## config.mk

```make
export PLATFORM = sky130hd
export DESIGN_NAME = instr_decode_stage_flat
export DESIGN_NICKNAME = d
export VERILOG_FILES = /design/src/rtl/instr_decode_stage_if.sv /design/src/rtl/instr_decode_stage.sv /design/src/flat_wrapper.sv
export SDC_FILE = /design/constraint.sdc
export NUM_CORES = 1
export LEC_CHECK = 0
export CORE_MARGIN = 2
export CORE_UTILIZATION = 46
export CTS_BUF_LIST = sky130_fd_sc_hd__clkbuf_16
export CTS_CLUSTER_SIZE = 8
export DETAILED_ROUTE_END_ITERATION = 10
export PLACE_DENSITY = 0.81
export SLEW_MARGIN = 5
export SYNTH_ARGS = -nofsm -noshare
export SYNTH_HDL_FRONTEND = slang
export SYNTH_SLANG_ARGS = --single-unit
```

## constraint.sdc

```tcl
create_clock -name clk_i -period 7.4 [get_ports clk_i]
set_input_delay 1.48 -clock clk_i [delete_from_list [all_inputs] [get_ports clk_i]]
set_output_delay 1.48 -clock clk_i [all_outputs]
set_load 0.01 [all_outputs]
```

## src/rtl/instr_decode_stage_if.sv

```systemverilog
// Fetch-to-decode bus: instruction/PC push handshake plus the decoded head entry
// and the pop handshake. The slave modport is the decode stage's view.
interface instr_decode_stage_if #(
  parameter int ADDR_WIDTH = 32,
  parameter int DEPTH      = 2
);
  localparam int CW = $clog2(DEPTH) + 1;

  logic                  in_valid;
  logic                  in_ready;
  logic [31:0]           instr;
  logic [ADDR_WIDTH-1:0] pc;

  logic                  out_valid;
  logic                  out_ready;
  logic [5:0]            opcode;
  logic [4:0]            rs;
  logic [4:0]            rt;
  logic [4:0]            rd;
  logic [4:0]            shamt;
  logic [5:0]            funct;
  logic [31:0]           imm_ext;
  logic [ADDR_WIDTH-1:0] jump_target;
  logic [1:0]            instr_type;
  logic [4:0]            dest_reg;
  logic [ADDR_WIDTH-1:0] pc_out;
  logic [CW-1:0]         count;

  modport slave (
    input  in_valid, instr, pc, out_ready,
    output in_ready, out_valid, opcode, rs, rt, rd, shamt, funct,
           imm_ext, jump_target, instr_type, dest_reg, pc_out, count
  );

  modport master (
    output in_valid, instr, pc, out_ready,
    input  in_ready, out_valid, opcode, rs, rt, rd, shamt, funct,
           imm_ext, jump_target, instr_type, dest_reg, pc_out, count
  );
endinterface

```

## src/rtl/instr_decode_stage.sv

```systemverilog
// Buffered MIPS decode: DEPTH-entry FIFO of {instr, pc}, head shown decoded one cycle after push.
// in_ready comes only from registered occupancy (no path from out_ready); flush/reset empty the queue.

module instr_decode_stage_fifo #(
  parameter int DEPTH = 2,
  parameter int WIDTH = 64
) (
  input  logic                       clk_i,
  input  logic                       rst_ni,
  input  logic                       flush_i,
  input  logic                       push_i,
  input  logic                       pop_i,
  input  logic [WIDTH-1:0]           wdat_i,
  output logic [WIDTH-1:0]           rdat_o,
  output logic [$clog2(DEPTH):0]     count_o,
  output logic                       full_o,
  output logic                       empty_o
);
  localparam int AW = $clog2(DEPTH);
  localparam int CW = AW + 1;

  logic [WIDTH-1:0] mem_q [DEPTH];
  logic [AW-1:0]    wr_ptr_q, wr_ptr_d;
  logic [AW-1:0]    rd_ptr_q, rd_ptr_d;
  logic [CW-1:0]    count_q, count_d;
  logic             do_push, do_pop;

  assign full_o  = (count_q == CW'(DEPTH));
  assign empty_o = (count_q == '0);
  assign do_push = push_i && !full_o;
  assign do_pop  = pop_i && !empty_o;

  always_comb begin
    wr_ptr_d = wr_ptr_q;
    rd_ptr_d = rd_ptr_q;
    count_d  = count_q;
    if (flush_i) begin
      wr_ptr_d = '0;
      rd_ptr_d = '0;
      count_d  = '0;
    end else begin
      // DEPTH is a power of two, so pointer overflow is the wrap to 0
      if (do_push) wr_ptr_d = wr_ptr_q + AW'(1);
      if (do_pop)  rd_ptr_d = rd_ptr_q + AW'(1);
      case ({do_push, do_pop})
        2'b10:   count_d = count_q + CW'(1);
        2'b01:   count_d = count_q - CW'(1);
        default: count_d = count_q;
      endcase
    end
  end

  always_ff @(posedge clk_i or negedge rst_ni) begin
    if (!rst_ni) begin
      wr_ptr_q <= '0;
      rd_ptr_q <= '0;
      count_q  <= '0;
    end else begin
      wr_ptr_q <= wr_ptr_d;
      rd_ptr_q <= rd_ptr_d;
      count_q  <= count_d;
    end
  end

  always_ff @(posedge clk_i) begin
    if (do_push && !flush_i) mem_q[wr_ptr_q] <= wdat_i;
  end

  assign rdat_o  = mem_q[rd_ptr_q];
  assign count_o = count_q;
endmodule

module instr_decode_stage #(
  parameter int DEPTH          = 2,
  parameter int ADDR_WIDTH     = 32,
  parameter bit ZERO_EXT_LOGIC = 1'b1
) (
  input  logic                  clk_i,
  input  logic                  rst_ni,
  input  logic                  flush_i,
  instr_decode_stage_if.slave   bus
);
  localparam int EW = 32 + ADDR_WIDTH;

  typedef enum logic [1:0] {
    ITYPE_R = 2'b00,
    ITYPE_I = 2'b01,
    ITYPE_J = 2'b10
  } itype_e;

  localparam logic [5:0] OP_RTYPE = 6'h00;
  localparam logic [5:0] OP_J     = 6'h02;
  localparam logic [5:0] OP_JAL   = 6'h03;
  localparam logic [5:0] OP_ANDI  = 6'h0C;
  localparam logic [5:0] OP_ORI   = 6'h0D;
  localparam logic [5:0] OP_XORI  = 6'h0E;

  logic                  push, pop, full, empty;
  logic [EW-1:0]         head;
  logic [31:0]           head_instr;
  logic [ADDR_WIDTH-1:0] head_pc;
  logic [ADDR_WIDTH-1:0] pc_plus4;
  logic [ADDR_WIDTH-1:0] jt_raw;
  logic [5:0]            op;
  logic                  zext;
  itype_e                itype;

  assign push         = bus.in_valid && !full;
  assign pop          = bus.out_ready && !empty;
  assign bus.in_ready = !full;
  assign bus.out_valid = !empty;

  instr_decode_stage_fifo #(
    .DEPTH (DEPTH),
    .WIDTH (EW)
  ) u_fifo (
    .clk_i   (clk_i),
    .rst_ni  (rst_ni),
    .flush_i (flush_i),
    .push_i  (push),
    .pop_i   (pop),
    .wdat_i  ({bus.instr, bus.pc}),
    .rdat_o  (head),
    .count_o (bus.count),
    .full_o  (full),
    .empty_o (empty)
  );

  assign head_instr = head[EW-1:ADDR_WIDTH];
  assign head_pc    = head[ADDR_WIDTH-1:0];
  assign pc_plus4   = head_pc + ADDR_WIDTH'(4);
  assign op         = head_instr[31:26];

  // Region bits above the 256 MB jump window come from pc+4 of the head entry
  generate
    if (ADDR_WIDTH > 28) begin : g_jt_region
      assign jt_raw = {pc_plus4[ADDR_WIDTH-1:28], head_instr[25:0], 2'b00};
    end else begin : g_jt_flat
      assign jt_raw = {head_instr[25:0], 2'b00};
    end
  endgenerate

  assign zext = ZERO_EXT_LOGIC && ((op == OP_ANDI) || (op == OP_ORI) || (op == OP_XORI));

  always_comb begin
    if (op == OP_RTYPE)                     itype = ITYPE_R;
    else if ((op == OP_J) || (op == OP_JAL)) itype = ITYPE_J;
    else                                    itype = ITYPE_I;
  end

  // Every decoded field is held at zero while nothing valid is at the head
  always_comb begin
    bus.opcode      = '0;
    bus.rs          = '0;
    bus.rt          = '0;
    bus.rd          = '0;
    bus.shamt       = '0;
    bus.funct       = '0;
    bus.imm_ext     = '0;
    bus.jump_target = '0;
    bus.instr_type  = '0;
    bus.dest_reg    = '0;
    bus.pc_out      = '0;
    if (!empty) begin
      bus.opcode      = op;
      bus.rs          = head_instr[25:21];
      bus.rt          = head_instr[20:16];
      bus.rd          = head_instr[15:11];
      bus.shamt       = head_instr[10:6];
      bus.funct       = head_instr[5:0];
      bus.imm_ext     = zext ? {16'h0000, head_instr[15:0]}
                             : {{16{head_instr[15]}}, head_instr[15:0]};
      bus.jump_target = jt_raw;
      bus.instr_type  = itype;
      bus.pc_out      = head_pc;
      case (itype)
        ITYPE_R: bus.dest_reg = head_instr[15:11];
        ITYPE_I: bus.dest_reg = head_instr[20:16];
        default: bus.dest_reg = (op == OP_JAL) ? 5'd31 : 5'd0;
      endcase
    end
  end
endmodule

```

## src/flat_wrapper.sv

```systemverilog
// flat-port wrapper written by rule: the top's interface ports become plain ports
module instr_decode_stage_flat 
#(
  parameter int DEPTH          = 2,
  parameter int ADDR_WIDTH     = 32,
  parameter bit ZERO_EXT_LOGIC = 1'b1
)
  (clk_i, rst_ni, flush_i, bus_in_valid, bus_instr, bus_pc, bus_out_ready, bus_in_ready, bus_out_valid, bus_opcode, bus_rs, bus_rt, bus_rd, bus_shamt, bus_funct, bus_imm_ext, bus_jump_target, bus_instr_type, bus_dest_reg, bus_pc_out, bus_count);
  instr_decode_stage_if #(.ADDR_WIDTH(ADDR_WIDTH), .DEPTH(DEPTH)) bus_i ();
  input  logic clk_i;
  input  logic rst_ni;
  input  logic flush_i;
  input wire logic [$bits(bus_i.in_valid)-1:0] bus_in_valid;
  input wire logic [$bits(bus_i.instr)-1:0] bus_instr;
  input wire logic [$bits(bus_i.pc)-1:0] bus_pc;
  input wire logic [$bits(bus_i.out_ready)-1:0] bus_out_ready;
  output wire logic [$bits(bus_i.in_ready)-1:0] bus_in_ready;
  output wire logic [$bits(bus_i.out_valid)-1:0] bus_out_valid;
  output wire logic [$bits(bus_i.opcode)-1:0] bus_opcode;
  output wire logic [$bits(bus_i.rs)-1:0] bus_rs;
  output wire logic [$bits(bus_i.rt)-1:0] bus_rt;
  output wire logic [$bits(bus_i.rd)-1:0] bus_rd;
  output wire logic [$bits(bus_i.shamt)-1:0] bus_shamt;
  output wire logic [$bits(bus_i.funct)-1:0] bus_funct;
  output wire logic [$bits(bus_i.imm_ext)-1:0] bus_imm_ext;
  output wire logic [$bits(bus_i.jump_target)-1:0] bus_jump_target;
  output wire logic [$bits(bus_i.instr_type)-1:0] bus_instr_type;
  output wire logic [$bits(bus_i.dest_reg)-1:0] bus_dest_reg;
  output wire logic [$bits(bus_i.pc_out)-1:0] bus_pc_out;
  output wire logic [$bits(bus_i.count)-1:0] bus_count;
  assign bus_i.in_valid = bus_in_valid;
  assign bus_i.instr = bus_instr;
  assign bus_i.pc = bus_pc;
  assign bus_i.out_ready = bus_out_ready;
  assign bus_in_ready = bus_i.in_ready;
  assign bus_out_valid = bus_i.out_valid;
  assign bus_opcode = bus_i.opcode;
  assign bus_rs = bus_i.rs;
  assign bus_rt = bus_i.rt;
  assign bus_rd = bus_i.rd;
  assign bus_shamt = bus_i.shamt;
  assign bus_funct = bus_i.funct;
  assign bus_imm_ext = bus_i.imm_ext;
  assign bus_jump_target = bus_i.jump_target;
  assign bus_instr_type = bus_i.instr_type;
  assign bus_dest_reg = bus_i.dest_reg;
  assign bus_pc_out = bus_i.pc_out;
  assign bus_count = bus_i.count;
  instr_decode_stage #(.DEPTH(DEPTH), .ADDR_WIDTH(ADDR_WIDTH), .ZERO_EXT_LOGIC(ZERO_EXT_LOGIC)) u_core (.clk_i(clk_i), .rst_ni(rst_ni), .flush_i(flush_i), .bus(bus_i));
endmodule
```

## Yosys cells after proc, flatten, opt, wreduce, memory -nomap -nowiden

Memories as Yosys holds them, arrays and structs flattened.
Index checks and enable logic that the tools add are counted.

- Logic and storage cells: 59
- Output and inout bits: 139
- Bits of input ports: 69
- Bits in registers: 4
- Memories: 1
- Memory bits (writable): 128

Memories:

| memory | words | width | rd ports | clocked after memory_dff | write ports | line | source |
|---|---|---|---|---|---|---|---|
| u_core.u_fifo.mem_q | 2 | 64 | 1 | 0 | 1 | instr_decode_stage.sv:22 | `logic [WIDTH-1:0] mem_q [DEPTH];` |

- $add $sub $neg: 5
- Multiplexer cells: 24
- Reductions and logical operators: 17
- Eq/ne operators: 9

Operators with widths:

| operator | count |
|---|---|
| $mux 32 | 4 |
| $add 32x3->32 const B | 1 |
| $mux 5 | 6 |
| $eq 6x4->1 const B | 3 |
| $eq 6x2->1 const B | 2 |
| $mux 6 | 2 |
| $pmux 5 s2 | 1 |
| $mux 2 | 4 |
| $logic_not 6->1 | 1 |
| $mux 1 | 6 |
| $logic_and 1x1->1 | 5 |
| $eq 2x1->1 const B | 2 |
| $eq 2x2->1 const B | 2 |
| $logic_not 2->1 | 2 |
| $pmux 2 s2 | 1 |
| $reduce_bool 2->1 | 2 |
| $logic_not 1->1 | 3 |
| $logic_or 1x1->1 | 3 |
| $reduce_bool 3->1 | 1 |
| $add 1x1->1 const B | 2 |
| $add 2x1->2 const B | 1 |
| $sub 2x1->2 const B | 1 |

## Longest topological paths before layout

Gate-level depths: netlist (run 1).
An unclocked memory read counts as a cell.

- Depth after elaboration: 8
- Mapped depth: 8
- Mapped depth without buffers: 5

## Cells and area by module

From an unflattened synthesis (run 1), not the netlist that was laid out.

- Cell total of the unflattened synthesis: 410
- Area total of the unflattened synthesis: 6,075.8 µm²

Modules (own cells, without submodules):

| module | instances | cells each | area an instance (µm²) | sequential area each (µm²) |
|---|---|---|---|---|
| instr_decode_stage_fifo | 1 | 224 | 4,819.6 | 3,943.8 |
| instr_decode_stage | 1 | 186 | 1,256.2 | 0.0 |

## Worst setup path before layout (run 1)

Ideal clock, no wire load.

- Path kind: in2reg
- From: input bus_in_valid
- To: memory u_core.u_fifo.mem_q[1][0] (enable)
- Stages: 2
- Arrival time: 6.269 ns
- Path slack: 0.553 ns
- Buffers on the path: 0
- Library setup time: 0.578 ns
- Required time: 6.822 ns
- Cell sequence: nand2_1 nor3b_1

- Cells in the longest elaborated chain, start to end: 5

RTL lines:

| item | line | source |
|---|---|---|
| start: declaration | flat_wrapper.sv:13 | `input wire logic [$bits(bus_i.in_valid)-1:0] bus_in_valid;` |
| $logic_and 1x1->1 | instr_decode_stage.sv:108 | `assign push = bus.in_valid && !full;` |
| $logic_and 1x1->1 | instr_decode_stage.sv:30 | `assign do_push = push_i && !full_o;` |
| $logic_and 1x1->1 | instr_decode_stage.sv:66 | `if (do_push && !flush_i) mem_q[wr_ptr_q] <= wdat_i;` |
| $mux 1 | instr_decode_stage.sv:66 |  |
| $mux 1 (implied by the code) | instr_decode_stage.sv:66 |  |
| end: declaration | instr_decode_stage.sv:22 |  |

No other way between the ends.

## Worst setup path after layout (run 1)

- From: register u_core.u_fifo.rd_ptr_q
- To: output bus_jump_target[29]

- Cells in the longest elaborated chain, start to end: 3

RTL lines:

| item | line | source |
|---|---|---|
| start: declaration | instr_decode_stage.sv:24 | `logic [AW-1:0] rd_ptr_q, rd_ptr_d;` |
| start signal: assignment | instr_decode_stage.sv:60 | `rd_ptr_q <= rd_ptr_d;` |
| $mem_v2 2x64 | - |  |
| $add 32x3->32 | instr_decode_stage.sv:131 | `assign pc_plus4 = head_pc + ADDR_WIDTH'(4);` |
| $mux 32 | instr_decode_stage.sv:164 | `if (!empty) begin` |
| end: declaration | flat_wrapper.sv:26 | `output wire logic [$bits(bus_i.jump_target)-1:0] bus_jump_target;` |

No other way between the ends.

==> flow_summary.ini, run 1 <==
[floorplanning]
fp.dieH_um = 118
start_util = 0.473
die_x_um = 118
rows = 41
io-pin-count = 208
core_region_area_um2 = 12700
dieArea_um2 = 14000

[worst_setup_path]
crit_type = flop to output port
path_max_fanout = 42
critPathLaunch = u_core.u_fifo.rd_ptr_q
end_kind = output port
worst_path_max_delay_cell = dfrtp_4
crit_required_ns = 5.92
reg2regPathDepth = 6
worstPathCellList = buf_4 -> nand2_1 -> or2_2 -> a222oi_1 -> nand4b_1 -> a21oi_1 -> clkdlybuf4s50_1
regToRegStartpoint = u_core.u_fifo.count_o[0]
cp.arrival_ns = 3.87
start_kind = flop
max_stage_delay_ns = 0.82

[synth]
ys_ff_latch = 132
synthDistinctLibCells = 42
async_flop_share = 0.0303
netlist.area_leader.share = 0.641
seq_area_frac_synth = 0.658
synth_area_per_cell_um2 = 13.6
ys_top_cells_by_area = edfxtp_1 64%, mux2i_1 9.0%, buf_4 7.8%
synth_common_cells = 128 x edfxtp_1, 71 x nor2_1, 62 x buf_4
yosysTopAreaCell = edfxtp_1
synth_warnings = 0
ys.flop_type = edfxtp_1
postSynthCellCount = 441
syn_area_um2 = 5990
yosysMostFrequentCell = edfxtp_1
synth_edf_count = 128

[detailed_routing]
dr.pass1.iters = 5
drt_iter0_drc = 217
ant_nets = 0
drc = 0
finalWirelength_um = 13200
num_vias = 3953
routed_via_density = 5.07
post_drt_wl_per_cell_um = 17.0

[timing]
min_period_over_period = 0.722
hold_violations = 0
tns_ns = 0
period_needed_ns = 5.35
fmax_ghz = 0.187
fin_skew_ns = 0.00658
finalSetupViolCount = 0
rsz0062_at_grt = no
hold_slack_ns = 0.603
slew_headroom = 0.409
worst_pin_slew_ns = 0.887
layout_setup_ws_ns = 2.05
maxSlewViolCount = 0

[clock_tree]
cts_sinks = 132
cts_buffer_depth = 2
cts-htree-levels = 4
hold_buffers = 0
post_cts_buffers = 0
path_clk_slew_ns = 0.05
cts_resized = 0
cts_root_buffer = clkbuf_16
numCtsBuffers = 17
cts_tree = done
worstSkewPairLatency_ns = 0.41

[global_routing]
grt_pass1_wl_um = 21100
first_global_vias = 4173
antenna_found_initial = 0
grt_max_degree = 65
overflow = 0
grt_usage = 0.194

[cells_and_area]
fillers = 930
fin_nets = 664
drive_gt1_frac = 0.0757
stdcell_count = 780
area_growth_pct = 39.2
diodes = 0

[run]
drv_cap = 0

[power]
total_power_mw = 1.98
p_leak_nw = 2.78
power_density_nw_per_um2 = 237
ir_worst_vdd_mv = 0.248

[status]
status = finished, final reports clean

[place]
io_buffers = 205
place_congestion = 0.831
pre_cts_slack_ns = 2.48
dp_cells = 748
hpwl_um = 9210

[worst_hold_path]
holdCritStartpoint = u_core.u_fifo.wr_ptr_q
hold_class = flop to flop
whs_path_depth = 2
==> power by group <==
group / internal [mW] / switching, mW / total [mW]
logic: 0.172 / 0.147 / 0.320
clock network: 0.464 / 0.315 / 0.779
registers: 0.857 / 0.0200 / 0.877
total: 1.49 / 0.483 / 1.98
==> per-layer routing <==
metal	up-vias	part of all wire	global-route usage
li1	1865	-	-
met1	1898	0.40	0.227
met2	171	0.51	0.331
met3	19	0.068	0.0512
met4	0	0.021	0.0926
met5	-	0	0
==> registers in the layout (all words and copies together) (netlist names) <==
signal and count:
u_core.u_fifo.mem_q 128, u_core.u_fifo.count_o 2, u_core.u_fifo.wr_ptr_q 1, u_core.u_fifo.rd_ptr_q 1
==> final timing paths <==
check,end,slack [ns]
hold reg to reg,u_core.u_fifo.wr_ptr_q,0.60
setup / recovery,bus_jump_target[29],2.05
max in group asynchronous,u_core.u_fifo.rd_ptr_q,5.92
hold / removal,u_core.u_fifo.wr_ptr_q,0.60
setup reg to reg,u_core.u_fifo.rd_ptr_q,5.08
min in group asynchronous,u_core.u_fifo.count_o[0],1.28
==> placed cells by master, fill, tap and decap left out, drive strengths merged, types with 4 or more instances in the layout <==
master / Yosys / routed
a21oi: 17 / 17
and2: 6 / 6
buf: 70 / 4
clkbuf: 5 / 17
clkdlybuf4s50: 0 / 205
clkinv: 0 / 5
dfrtp: 4 / 4
edfxtp: 128 / 128
inv: 1 / 7
mux2: 5 / 5
mux2i: 54 / 54
nand2: 13 / 13
nand2b: 6 / 6
nand3: 10 / 10
nand4: 6 / 6
nor2: 71 / 71
nor2b: 4 / 4
nor3b: 4 / 4
o21ai: 5 / 5
or2: 6 / 6
==> worst max-delay path: cells and delay by family (launching register included) <==
| family | cells | cell delay [ns] |
|---|---|---|
| buf+inv | 2 | 1.17 |
| compound gates | 2 | 0.72 |
| flops | 1 | 0.82 |
| simple gates | 3 | 0.69 |
==> area by class of cell <==
cell class / instances / area (um^2) / area share
timing repair buffer: 209 / 2080 / 0.250
clock buffer: 17 / 425 / 0.0510
clock inverter: 15 / 133 / 0.0159
tap: 172 / 215 / 0.0258
inverter: 1 / 3.75 / 0.000450
multi-input combinational: 234 / 1530 / 0.184
sequential: 132 / 3950 / 0.473
==> cell families (layout without fill, tap and decap cells) <==
family / after synthesis / in the layout / synth area share
xor+xnor: 2 / 2 / 0.00292
simple gates: 134 / 134 / 0.105
buf+inv: 76 / 242 / 0.0898
other cells: 1 / 2 / 0.000626
compound gates: 37 / 37 / 0.0436
mux: 59 / 59 / 0.0996
flops: 132 / 132 / 0.658
==> metrics by stage <==
stage | util | cell area [um^2]
3_3_place_gp | 0.614 | 7780
6_report | 0.658 | 8340
5_1_grt | 0.658 | 8340
3_5_place_dp | 0.614 | 7780
2_1_floorplan | - | 6000
4_1_cts | 0.658 | 8340
Note: power is estimated with default switching activity, not from simulation.
==> run 2, diff against run 1 <==
Settings changed: CORE_UTILIZATION 46 to 41, PLACE_DENSITY 0.81 to 0.77.
Clock period 7.4 ns to 4.4 ns, I/O delays scaled along.
==> run 2 against run 1 <==
Global-route usage is 2.0 points lower; register-to-register slack lost 2.9 ns; routed wire length grew 0.18%; setup slack got worse by 1.7 ns; highest routed layer unchanged; critical path type unchanged; total power is 78% higher; clock skew is 0.0026 ns lower; clock power increased by 91%; final cell count rose by 1.5%; critical path depth is 1 lower; sequential cell count unchanged.
==> flow_summary.ini, run 2 (same netlist as run 1, synthesis figures left out) <==
[timing]
period_needed_ns = 4.03
hold_violations = 0
worst_pin_slew_ns = 0.894
maxSlewViolCount = 0
layout_setup_ws_ns = 0.367
fin_skew_ns = 0.00399
hold_slack_ns = 0.661
tns_ns = 0
finalSetupViolCount = 0
fmax_ghz = 0.248
slew_headroom = 0.404
rsz0062_at_grt = no
min_period_over_period = 0.917

[cells_and_area]
fin_nets = 664
final_common_cell = clkdlybuf4s50_1
area_growth_pct = 41.2
diodes = 0
drive_gt1_frac = 0.0724
largest_reg_flops = 128
regMostFlops = u_core.u_fifo.mem_q
final_cell_mix = 205 x clkdlybuf4s50_1, 128 x edfxtp_1, 70 x nor2_1
fillers = 1136

[worst_setup_path]
start_kind = flop
cp.arrival_ns = 3.15
worstPathCellList = buf_12 -> nor3b_1 -> o22a_1 -> o21ai_0 -> a21oi_1 -> clkdlybuf4s50_1
end_kind = output port
rr_endpoint = u_core.u_fifo.mem_q[1][35]
path_max_fanout = 46
crit_required_ns = 3.52
worst_path_max_delay_cell = dfrtp_4
reg2regPathDepth = 4
r2r_slack_ns = 2.20
critPathLaunch = u_core.u_fifo.rd_ptr_q
max_stage_delay_ns = 0.75
crit_type = flop to output port
regToRegStartpoint = u_core.u_fifo.count_o[0]

[floorplanning]
die_x_um = 125
rows = 44
core_region_area_um2 = 14400
fp.dieH_um = 125
dieArea_um2 = 15600
start_util = 0.415
io-pin-count = 208

[place]
io_buffers = 205
pre_cts_slack_ns = 0.817
place_congestion = 0.773
hpwl_um = 9100

[power]
ir_worst_vdd_mv = 0.348
power_density_nw_per_um2 = 415
p_leak_nw = 2.82
total_power_mw = 3.51

[global_routing]
first_global_vias = 4107
grt_pass1_wl_um = 21200
antenna_found_initial = 0
grt_max_degree = 70
overflow = 0
grt_usage = 0.174

[clock_tree]
cts_tree = done
cts_root_buffer = clkbuf_16
cts-htree-levels = 4
post_cts_buffers = 0
cts_resized = 0
cts_sinks = 132
hold_buffers = 0
cts_buffer_depth = 2
path_clk_slew_ns = 0.05
worstSkewPairLatency_ns = 0.41
numCtsBuffers = 17

[detailed_routing]
finalWirelength_um = 13300
post_drt_wl_per_cell_um = 16.7
drc = 0
num_vias = 3895
dr.pass1.iters = 4
routed_via_density = 4.92
ant_nets = 0
drt_iter0_drc = 194

[run]
drv_cap = 0

[status]
status = finished, final reports clean

[worst_hold_path]
holdCritStartpoint = u_core.u_fifo.wr_ptr_q
hold_class = flop to flop
hold_path_end = u_core.u_fifo.wr_ptr_q
whs_path_depth = 2
run 2: area by class of cell:
cell class	count	area, um^2	share of cell area
timing repair buffer	209	2090	0.248
clock buffer	17	425	0.0503
inverter	1	3.75	0.000444
clock inverter	15	213	0.0251
tap	184	230	0.0272
multi-input combinational	234	1540	0.183
sequential	132	3950	0.467
run 2: worst max path at each step:
stage / endpoint / slack [ns] / depth (start not counted)
2_1_floorplan: u_core.u_fifo.mem_q[1][0] / 0.40 / 2
3_3_place_gp: bus_dest_reg[1] / 0.91 / 6
3_5_place_dp: bus_dest_reg[2] / 0.82 / 6
4_1_cts: bus_dest_reg[2] / 0.34 / 6
5_1_grt: bus_dest_reg[2] / 0.11 / 6
6_report: bus_dest_reg[2] / 0.37 / 6
run 2: power breakdown:
part	switching, mW	internal [mW]
clock	0.497	0.998
sequential	0.0312	1.44
combinational	0.251	0.293
run 2: per-layer routing:
metal	global-route usage	share of wire	vias to the layer above
met3	0.0554	0.067	22
met4	0.0725	0.019	0
met1	0.208	0.41	1874
met5	0	0	-
li1	-	-	1857
met2	0.290	0.50	142
run 2: per-stage QoR:
| step | util | instance area (um^2) | cells |
|---|---|---|---|
| floorplan | - | 6010 | 442 |
| global placement | 0.542 | 7820 | 760 |
| detailed placement | 0.542 | 7820 | 760 |
| CTS | 0.586 | 8460 | 792 |
| global route | 0.586 | 8460 | 792 |
| finish | 0.586 | 8460 | 792 |
run 2: worst max-delay path, delay by kind of cell (launching register included):
family | cells | cell delay (ns)
buffers and inverters | 2 | 0.92
flip-flops | 1 | 0.75
AO/OA/AOI/OAI | 3 | 0.69
AND/OR/NAND/NOR | 1 | 0.33
==> run 3, diff against run 2 <==
Settings changed: CTS_CLUSTER_DIAMETER set to 60.
==> results of run 3 <==
The final DEF is identical to that of run 2; final timing and power are the same.
